<file path="src/rtl/expander_pkg.sv">
// Shared types and default sizing for the serial GPIO expander blocks.
package expander_pkg;
  typedef enum logic {IDLE = 1'b0, SHIFT = 1'b1} exp_state_t;

  localparam int EXP_WIDTH       = 16;
  localparam int EXP_SCALER      = 100;
  localparam int EXP_POLL_CYCLES = 1000;
endpackage

</file>
<file path="src/rtl/exp_tick_gen.sv">
// Serial tick divider: one-cycle tick every SCALER+1 clocks, restartable by clr_i.
module exp_tick_gen #(
  parameter int SCALER = expander_pkg::EXP_SCALER
) (
  input  logic i_clk,
  input  logic nreset_i,
  input  logic clr_i,
  output logic tick_o
);
  localparam int CW = (SCALER > 0) ? $clog2(SCALER + 1) : 1;
  localparam logic [CW-1:0] TERM = CW'(SCALER);

  logic [CW-1:0] cnt;

  assign tick_o = (cnt == TERM);

  always_ff @(posedge i_clk or negedge nreset_i) begin
    if (!nreset_i)               cnt <= '0;
    else if (clr_i || tick_o)    cnt <= '0;
    else                         cnt <= cnt + CW'(1);
  end
endmodule

</file>
<file path="src/rtl/expander_gpio_sched.sv">
// Shares the expander shift chain between host writes and a periodic input poll;
// every transaction shifts the output shadow out while capturing the inputs.
module expander_gpio_sched
  import expander_pkg::*;
#(
  parameter int               WIDTH       = EXP_WIDTH,
  parameter int               SCALER      = EXP_SCALER,
  parameter int               POLL_CYCLES = EXP_POLL_CYCLES,
  parameter logic [WIDTH-1:0] RESET_OUT   = '0
) (
  input  logic             i_clk,
  input  logic             nreset_i,
  input  logic             wr_valid_i,
  output logic             wr_ready_o,
  input  logic [WIDTH-1:0] wr_data_i,
  output logic [WIDTH-1:0] rd_data_o,
  output logic             rd_valid_o,
  output logic             busy_o,
  output logic             exp_cs_n_o,
  output logic             exp_sclk_o,
  output logic             exp_sdo_o,
  input  logic             exp_sdi_i
);
  localparam int BW = $clog2(2 * WIDTH + 1);
  localparam int IW = $clog2(POLL_CYCLES);
  localparam logic [BW-1:0] LAST_TICK = BW'(2 * WIDTH);
  localparam logic [IW-1:0] IDLE_TERM = IW'(POLL_CYCLES - 1);
  localparam logic [IW-1:0] POLL_SET  = IW'(POLL_CYCLES - 2);

  exp_state_t       state;
  logic [WIDTH-1:0] shadow, tx_sr, cap;
  logic [BW-1:0]    bit_cnt, bit_num;
  logic [IW-1:0]    idle_cnt;
  logic             poll_pend, tick, wr_acc;
  logic [WIDTH-1:0] start_word;

  assign wr_ready_o = (state == IDLE);
  assign busy_o     = (state == SHIFT);
  assign wr_acc     = wr_valid_i & wr_ready_o;
  assign start_word = wr_acc ? wr_data_i : shadow;
  assign bit_num    = bit_cnt + BW'(1);

  // Divider is held cleared while idle so the first tick lands P cycles after cs_n falls.
  exp_tick_gen #(.SCALER(SCALER)) u_tick (
    .i_clk    (i_clk),
    .nreset_i (nreset_i),
    .clr_i    (state == IDLE),
    .tick_o   (tick)
  );

  always_ff @(posedge i_clk or negedge nreset_i) begin
    if (!nreset_i) begin
      state      <= IDLE;
      shadow     <= RESET_OUT;
      tx_sr      <= '0;
      cap        <= '0;
      bit_cnt    <= '0;
      idle_cnt   <= '0;
      poll_pend  <= 1'b1;
      rd_data_o  <= '0;
      rd_valid_o <= 1'b0;
      exp_cs_n_o <= 1'b1;
      exp_sclk_o <= 1'b0;
      exp_sdo_o  <= 1'b0;
    end else begin
      rd_valid_o <= 1'b0;
      case (state)
        IDLE: begin
          if (wr_acc || poll_pend) begin
            if (wr_acc) shadow <= wr_data_i;
            state      <= SHIFT;
            exp_cs_n_o <= 1'b0;
            exp_sdo_o  <= start_word[WIDTH-1];
            tx_sr      <= start_word << 1;
            bit_cnt    <= '0;
            poll_pend  <= 1'b0;
            idle_cnt   <= '0;
          end else begin
            if (idle_cnt != IDLE_TERM) idle_cnt <= idle_cnt + IW'(1);
            if (idle_cnt == POLL_SET)  poll_pend <= 1'b1;
          end
        end
        SHIFT: begin
          if (tick) begin
            bit_cnt <= bit_num;
            if (bit_num[0]) begin
              exp_sclk_o <= 1'b1;
              cap        <= {cap[WIDTH-2:0], exp_sdi_i};
            end else begin
              exp_sclk_o <= 1'b0;
              if (bit_num == LAST_TICK) begin
                exp_cs_n_o <= 1'b1;
                rd_data_o  <= cap;
                rd_valid_o <= 1'b1;
                state      <= IDLE;
              end else begin
                exp_sdo_o <= tx_sr[WIDTH-1];
                tx_sr     <= tx_sr << 1;
              end
            end
          end
        end
        default: state <= IDLE;
      endcase
    end
  end
endmodule

</file>
<file path="config.mk">
export PLATFORM = sky130hd
export DESIGN_NAME = expander_gpio_sched
export DESIGN_NICKNAME = d
export VERILOG_FILES = /design/src/rtl/expander_pkg.sv /design/src/rtl/exp_tick_gen.sv /design/src/rtl/expander_gpio_sched.sv
export SDC_FILE = /design/constraint.sdc
export NUM_CORES = 1
export LEC_CHECK = 0
export ABC_CLOCK_PERIOD_IN_PS = 2600
export BUFFER_PORTS_ARGS = -buffer_cell sky130_fd_sc_hd__buf_2
export CAP_MARGIN = 10
export CORE_UTILIZATION = 30
export CTS_BUF_LIST = sky130_fd_sc_hd__clkbuf_16
export CTS_CLUSTER_DIAMETER = 200
export CTS_CLUSTER_SIZE = 12
export DETAILED_ROUTE_END_ITERATION = 10
export HOLD_SLACK_MARGIN = 0.03
export PLACE_DENSITY_LB_ADDON = 0.25
export SETUP_SLACK_MARGIN = 0.05
export SLEW_MARGIN = 40
export SYNTH_ARGS = -nofsm -noshare
export SYNTH_HDL_FRONTEND = slang
export SYNTH_HIERARCHICAL = 1
export SYNTH_SLANG_ARGS = --single-unit
</file>
<file path="constraint.sdc">
create_clock -name i_clk -period 2.6 [get_ports i_clk]
set_input_delay 0 -clock i_clk [delete_from_list [all_inputs] [get_ports i_clk]]
set_output_delay 0 -clock i_clk [all_outputs]
set_load 0.02 [all_outputs]
</file>
# Word level (Yosys, flattened, before mapping)
# Index checks and enable logic that the tools add are counted.
[op_classes] mux=34 bitwise=3 reduce_logical=13 n_addsub=3 n_eq_ne=9
[op_table] cell="two-way mux 16 bit" n=5
[op_table] cell="one-hot mux 16 bit (2 select lines)" n=1
[op_table] cell="two-way mux 10 bit" n=2
[op_table] cell="two-way mux 1 bit" n=19
[op_table] cell="two-way mux 6 bit" n=2
[op_table] cell="one-hot mux 6 bit (2 select lines)" n=1
[op_table] cell="AND reduction 4 bit" n=3
[op_table] cell="adder 10 x 1 -> 10 bit (second input constant)" n=1
[op_table] cell="equality test 10 bit (second input constant)" n=1
[op_table] cell="!= test 10 bit (second input constant)" n=1
[op_table] cell="AND reduction 2 bit" n=5
[op_table] cell="adder 7 x 1 -> 7 bit (second input constant)" n=1
[op_table] cell="equality test 7 bit (second input constant)" n=1
[op_table] cell="two-way mux 7 bit" n=1
[op_table] cell="adder 6 x 1 -> 6 bit (second input constant)" n=1
[op_table] cell="equality test 6 bit (second input constant)" n=1
[op_table] cell="!= test 2 x 1 -> 1 bit (second input constant)" n=3
[op_table] cell="one-hot mux 1 bit (2 select lines)" n=3
[op_table] cell="!= test 2 bit (second input constant)" n=2
[op_table] cell="nonzero test 2 bit" n=2
[op_table] cell="AND reduction 3 bit" n=1
[op_table] cell="logical OR 1 bit" n=2
[op_table] cell="NOT 1 bit" n=2
[op_table] cell="AND 1 bit" n=1
[word_totals] reg_bits=93 wordCells=75

# Depth between registers and ports, before layout
[depth] depth_word=6 ltp_mapped=9 mapped_depth_nobuf=8

# Cells and area by module
# Netlist, hierarchy kept.
[by_module_without_submodules] mod="expander_gpio_sched" seq_area_each_um2=2129.5 cells_per_inst=322 n_inst=1 area_per_inst_um2=3905.0
[by_module_without_submodules] mod="exp_tick_gen" seq_area_each_um2=175.2 cells_per_inst=34 n_inst=1 area_per_inst_um2=344.1

# Least setup slack after synthesis
# Ideal clock, no wire load.
[synth_timing] kind="reg2reg" from="reg u_tick.cnt[0]" to="reg rd_data_o[10]" path_buffers=1 setup_ns=0.125 stages_incl_launch_ff=9 period_less_slack_ns=2.218 required_ns=2.475 t_arrival_ns=2.093 setup_slack_ns=0.382 cell_sequence="dfrtp_1 inv_1 ha_1 nand2_1 nor2_1 nand3_1 nor3_4 buf_8 mux2_4"
[synth_between] elab_chain_len=2
[synth_lines] element="start: declaration" line_no="exp_tick_gen.sv:13" source="logic [CW-1:0] cnt;"
[synth_lines] element="start signal: assignment" line_no="exp_tick_gen.sv:20" source="else cnt <= cnt + CW'(1);"
[synth_lines] element="equality test 7 bit" line_no="exp_tick_gen.sv:15" source="assign tick_o = (cnt == TERM);"
[synth_lines] element="named net tick" line_no="expander_gpio_sched.sv:34" source="logic poll_pend, tick, wr_acc;"
[synth_lines] element="AND reduction 4 bit (no line)"
[synth_lines] element="end signal: assignment" line_no="expander_gpio_sched.sv:93" source="rd_data_o <= cap;"
[synth_lines] element="end: declaration" line_no="expander_gpio_sched.sv:16" source="output logic [WIDTH-1:0] rd_data_o,"
# The timed path passes the listed nets, and every way through them passes these cells.
# A chain may end at the register's enable or synchronous reset.

# Worst setup path in the final report
[layout_timing] from="reg bit_cnt[0]" to="reg rd_data_o[5]"
[layout_between] elab_chain_len=3 elab_cells_between_ends=4 classes_between="1 x add/sub; 1 x eq/ne; 1 x bitwise; 1 x reduce/logical"
[layout_lines] element="start: declaration" line_no="expander_gpio_sched.sv:32" source="logic [BW-1:0] bit_cnt, bit_num;"
[layout_lines] element="start signal: assignment" line_no="expander_gpio_sched.sv:85" source="bit_cnt <= bit_num;"
[layout_lines] element="adder 6 x 1 -> 6 bit (*)" line_no="expander_gpio_sched.sv:41" source="assign bit_num = bit_cnt + BW'(1);"
[layout_lines] element="equality test 6 bit / NOT 1 bit (equally long branches)"
[layout_lines] element="AND reduction 4 bit (no line) (*)"
# Mark *: on every way between the ends. The rest lies on a longest branch, timed or not.

==> impl.org <==
** Outcome
- Status :: finished, final reports clean

** Setup path
- The worst setup path is of the register to register kind.
- WP data required :: between 2 and 3 ns
- Critical-path top delay cell :: sky130_fd_sc_hd__dfrtp_1
- Max Fanout on Critical Path :: 19
- Endpoint class of the critical path :: register
- Critical Path Start Type :: register
- Slack of the worst reg-to-reg path :: ~0.31 ns
- Data arrives at the worst endpoint at approximately 2.5 ns.
- The startpoint identified for the worst register-to-register timing path is bit_cnt[0].
- The endpoint identified for the worst register-to-register timing path is rd_data_o[5].
- Logic depth of the worst register-to-register path :: 6
- The critical path goes through ha_1, nor4b_4, a41oi_4, nor3_4, buf_12, mux2_2.
- Largest incremental delay on the critical path :: approximately 0.44 ns

** Timing
- Setup repair after global routing left no endpoint under its margin.
- Final Max Slew Viols :: 0
- The tightest hold path in the finished design has a slack of 0.194 ns.
- Relative slew slack :: 56.4%
- The smallest clock period supported by the final layout is computed as 2.29 ns.
- Portion of the clock cycle consumed by the worst path in the final layout :: ~88%
- At the pin with the least slew margin, the transition time is 0.645 ns.
- Timing would allow up to approximately 0.44 GHz.
- Total Negative Setup Slacks :: 0 ns
- Clock skew on the completed layout was measured at between 0.007 and 0.008 ns.
- Worst Setup Slack, final :: slightly above 0.3 ns
- Final Hold Vio Count :: 0
- Setup violations remaining at the end of the flow were counted as 0.

** Synthesis
- Yosys instantiated no cell more often than sky130_fd_sc_hd__dfrtp_1.
- Sorting the synthesized cells by how often they occur yields sky130_fd_sc_hd__dfrtp_1 (90), sky130_fd_sc_hd__mux2_2 (41), sky130_fd_sc_hd__o21ai_0 (22), sky130_fd_sc_hd__nand2_1 (18), sky130_fd_sc_hd__nor3_1 (18).
- In the synthesized netlist the async set-or-reset flop fraction comes to 100%.
- After synthesis, flip-flops and latches occupy about 54% of the total area.
- Cell count after synthesis :: between 300 and 400
- FF+latch count, synth :: 92
- For this run, the leading register cell type out of synthesis is sky130_fd_sc_hd__dfrtp_1.
- Cell type with the largest total area after synthesis :: sky130_fd_sc_hd__dfrtp_1
- Synth top area share :: between 50% and 60%
- Yosys mapped the design onto slightly below 50 distinct sky130hd cell types.
- Count of synthesis-stage warnings from yosys :: 6
- Each instance of the synthesized netlist takes up on average between 10 and 15 sq um.
- Post-synthesis cell area :: approximately 4200 sq um
- Total nets after synthesis :: about 380
- Dominant cells by area after synthesis :: sky130_fd_sc_hd__dfrtp_1 (53%), sky130_fd_sc_hd__mux2_2 (11%), sky130_fd_sc_hd__a2111oi_0 (3.1%), sky130_fd_sc_hd__o21ai_0 (2.6%), sky130_fd_sc_hd__mux2_4 (2.5%)
- Post-synth EDFFs :: 0

** Global route
- Global-route congestion overflow total :: 0
- For met2 alone, demand over resource in global routing was a little under 20%.
- Number of antenna violations at the first check in global routing :: 0
- The first global-routing pass estimated ~15 mm of wire.
- Grt peak-use layer :: met2
- Number of global-route vias before repair :: between 3000 and 4000
- Global routing used 17.7% of the available met1 tracks.
- GRT Total Usage :: a little over an eighth
- Global routing consumed, on the met3 layer, just under 3% of the routing resources.
- Pin count of the biggest net entering global routing :: 50

** CTS
- The tree is rooted in a sky130_fd_sc_hd__clkbuf_16.
- Clk sinks :: a little over 90
- Number of levels in the clock H-tree :: 3
- In this run, CTS created clock tree buffers numbering 9.
- Gates resized during post-CTS repair numbered 0.
- Clock latency on the worst-skew pair :: ~0.34 ns
- TritonCTS built the clock tree.
- The clock passes through at most 2 buffers.
- Clock-pin slew was measured on the worst setup and hold paths at about 0.070 ns.

** Power
- Power spread over the standard cell area amounts to around 690 nW/um^2.
- Of the total power, registers draw between 40% and 50%.
- Peak supply drop :: between 0.3 and 0.4 mV
- The clock network burns a little under two fifths of the power.
- Leakage power figure :: 2.31 nW
- Internal power consumption :: about 2.6 mW
- In this run, the combinational gates consume a little over an eighth of the power.
- The analysis attributes to net switching a power of roughly 960 uW.
- In this run switching power makes up between 20% and 30% of total power.

** Place
- The count of buffers added on input and output ports is a little over 40.
- Gp weighted congestion :: roughly 0.76
- Placement-stage worst setup slack :: approximately 0.31 ns
- Including well taps, the total number of placed cells is between 500 and 600.
- The wire-length estimate of the detail-placed layout is about 5.6 mm.

** Floorplan
- The floorplan has 43 rows.
- The core region is about 14000 sq um.
- Starting density of the core :: a little under a third
- The floorplan step set the die height to about 120 um.
- Full die area :: roughly 15000 sq um
- From left edge to right edge, the die measures between 100 and 150 um.
- Io pins :: 42

** Flow run
- Maxcap violations :: 0

** Routing
- Final wirelength :: 8.80 mm
- First-pass DRT Iterations :: 4
- After detailed routing, the number of remaining DRC violations is 0.
- Drt initial violations :: 141
- The detailed router placed 3047 vias in this run.
- Antenna-violating nets left :: 0
- After detailed routing, the number of vias per cell comes to ~5.
- After detailed routing, the average wire length per cell comes to roughly 15 um.

** Layout
- The number of antenna diodes in the final layout is 0.
- The net count of the finished layout is roughly 440.
- Number of cells in the finished layout apart from fillers :: between 500 and 600
- Compared with the post-synthesis result, the final layout area differs by 21.1%.
- Share of layout cells above drive strength 1 :: between 30% and 40%

** Worst hold path
- The tightest min-delay check is of the input pin to async pin type.
## area by class of cell
| cell class | instances | area [sq um] |
|---|---|---|
| tap | 180 | 225 |
| fill | 1326 | 8680 |
| sequential | 92 | 2300 |
| timing repair buffer | 69 | 490 |
| clock inverter | 7 | 75.1 |
| multi-input combinational | 233 | 1800 |
| clock buffer | 9 | 225 |
| inverter | 7 | 26.3 |
## worst max path at each step
stage / to / slack (ns) / cells after the start / start
3_5_place_dp: rd_data_o[0] / 0.31 / 6 / bit_cnt[0]
3_3_place_gp: rd_data_o[0] / 0.38 / 6 / bit_cnt[0]
4_1_cts: rd_data_o[0] / 0.30 / 6 / bit_cnt[0]
6_report: rd_data_o[5] / 0.31 / 6 / bit_cnt[0]
5_1_grt: rd_data_o[1] / 0.17 / 6 / bit_cnt[0]
2_1_floorplan: rd_data_o[10] / 0.38 / 8 / u_tick/cnt[0]
## power by group through the flow
stage	logic [mW]	clock network, mW	registers [mW]
finish	0.468	1.31	1.75
global route	0.529	1.40	1.78
CTS	0.473	1.35	1.75
detailed placement	0.449	0	1.77
global placement	0.435	0	1.77
floorplan	0.343	0	1.74
## routing by layer
layer	vias up	share of wire [%]
li1	1458	-
met1	1506	48
met2	66	46
met3	17	4.0
met4	0	2.1
met5	-	0
## worst max-delay path: cells and delay by family, from the launching register on
| family | cells | cell delay, ns |
|---|---|---|
| flops | 1 | 0.44 |
| fa+ha+maj | 1 | 0.34 |
| simple gates | 2 | 0.67 |
| buf+inv | 1 | 0.20 |
| mux | 1 | 0.34 |
| compound gates | 1 | 0.16 |
## cell families after synthesis
| logic type | after synthesis | synth area share (%) |
|---|---|---|
| multiplexers | 48 | 13.3 |
| AND/OR/NAND/NOR | 95 | 12.5 |
| XOR/XNOR | 7 | 1.62 |
| buffers and inverters | 31 | 3.42 |
| adder cells (fa/ha/maj) | 6 | 1.77 |
| flip-flops | 92 | 54.2 |
| AO/OA/AOI/OAI | 77 | 13.1 |
## metrics by stage
stage | utilization, % | area, sq um | total power, mW
after global placement | 33.7 | 4660 | 2.20
after global routing | 37.2 | 5150 | 3.71
after floorplan | - | 4250 | 2.08
final | 37.2 | 5150 | 3.53
after detailed placement | 33.7 | 4660 | 2.22
after CTS | 37.2 | 5150 | 3.57
## sequential cells by signal, indices dropped and copies added (netlist names), 6 cells and up
signal      count
rd_data_o      16
shadow         16
u_tick/cnt      7
tx_sr          15
idle_cnt       10
cap            16
bit_cnt         6
## cell usage in the layout (no fill, tap or decap), types with 7 or more instances in the layout
| cell type | synthesis | final |
|---|---|---|
| sky130_fd_sc_hd__buf_2 | 4 | 40 |
| sky130_fd_sc_hd__mux2_4 | 7 | 7 |
| sky130_fd_sc_hd__o21ai_0 | 22 | 22 |
| sky130_fd_sc_hd__nor3_1 | 18 | 18 |
| sky130_fd_sc_hd__mux2_2 | 41 | 41 |
| sky130_fd_sc_hd__dfrtp_1 | 90 | 90 |
| sky130_fd_sc_hd__clkbuf_16 | 0 | 9 |
| sky130_fd_sc_hd__a2111oi_0 | 15 | 15 |
| sky130_fd_sc_hd__buf_4 | 1 | 8 |
| sky130_fd_sc_hd__o22ai_1 | 14 | 14 |
| sky130_fd_sc_hd__nand2_1 | 18 | 18 |
| sky130_fd_sc_hd__dlygate4sd3_1 | 0 | 19 |
| sky130_fd_sc_hd__nor4_1 | 15 | 15 |
| sky130_fd_sc_hd__nor2_1 | 9 | 9 |
| sky130_fd_sc_hd__nand3_1 | 12 | 12 |
## repair_timing
| item | CTS | global route |
|---|---|---|
| setup buffers | 0 | 0 |
| hold endpoints to repair | 62 | 0 |
| hold buffers | 19 | 0 |
No activity file was read; power rests on OpenSTA's default activity.
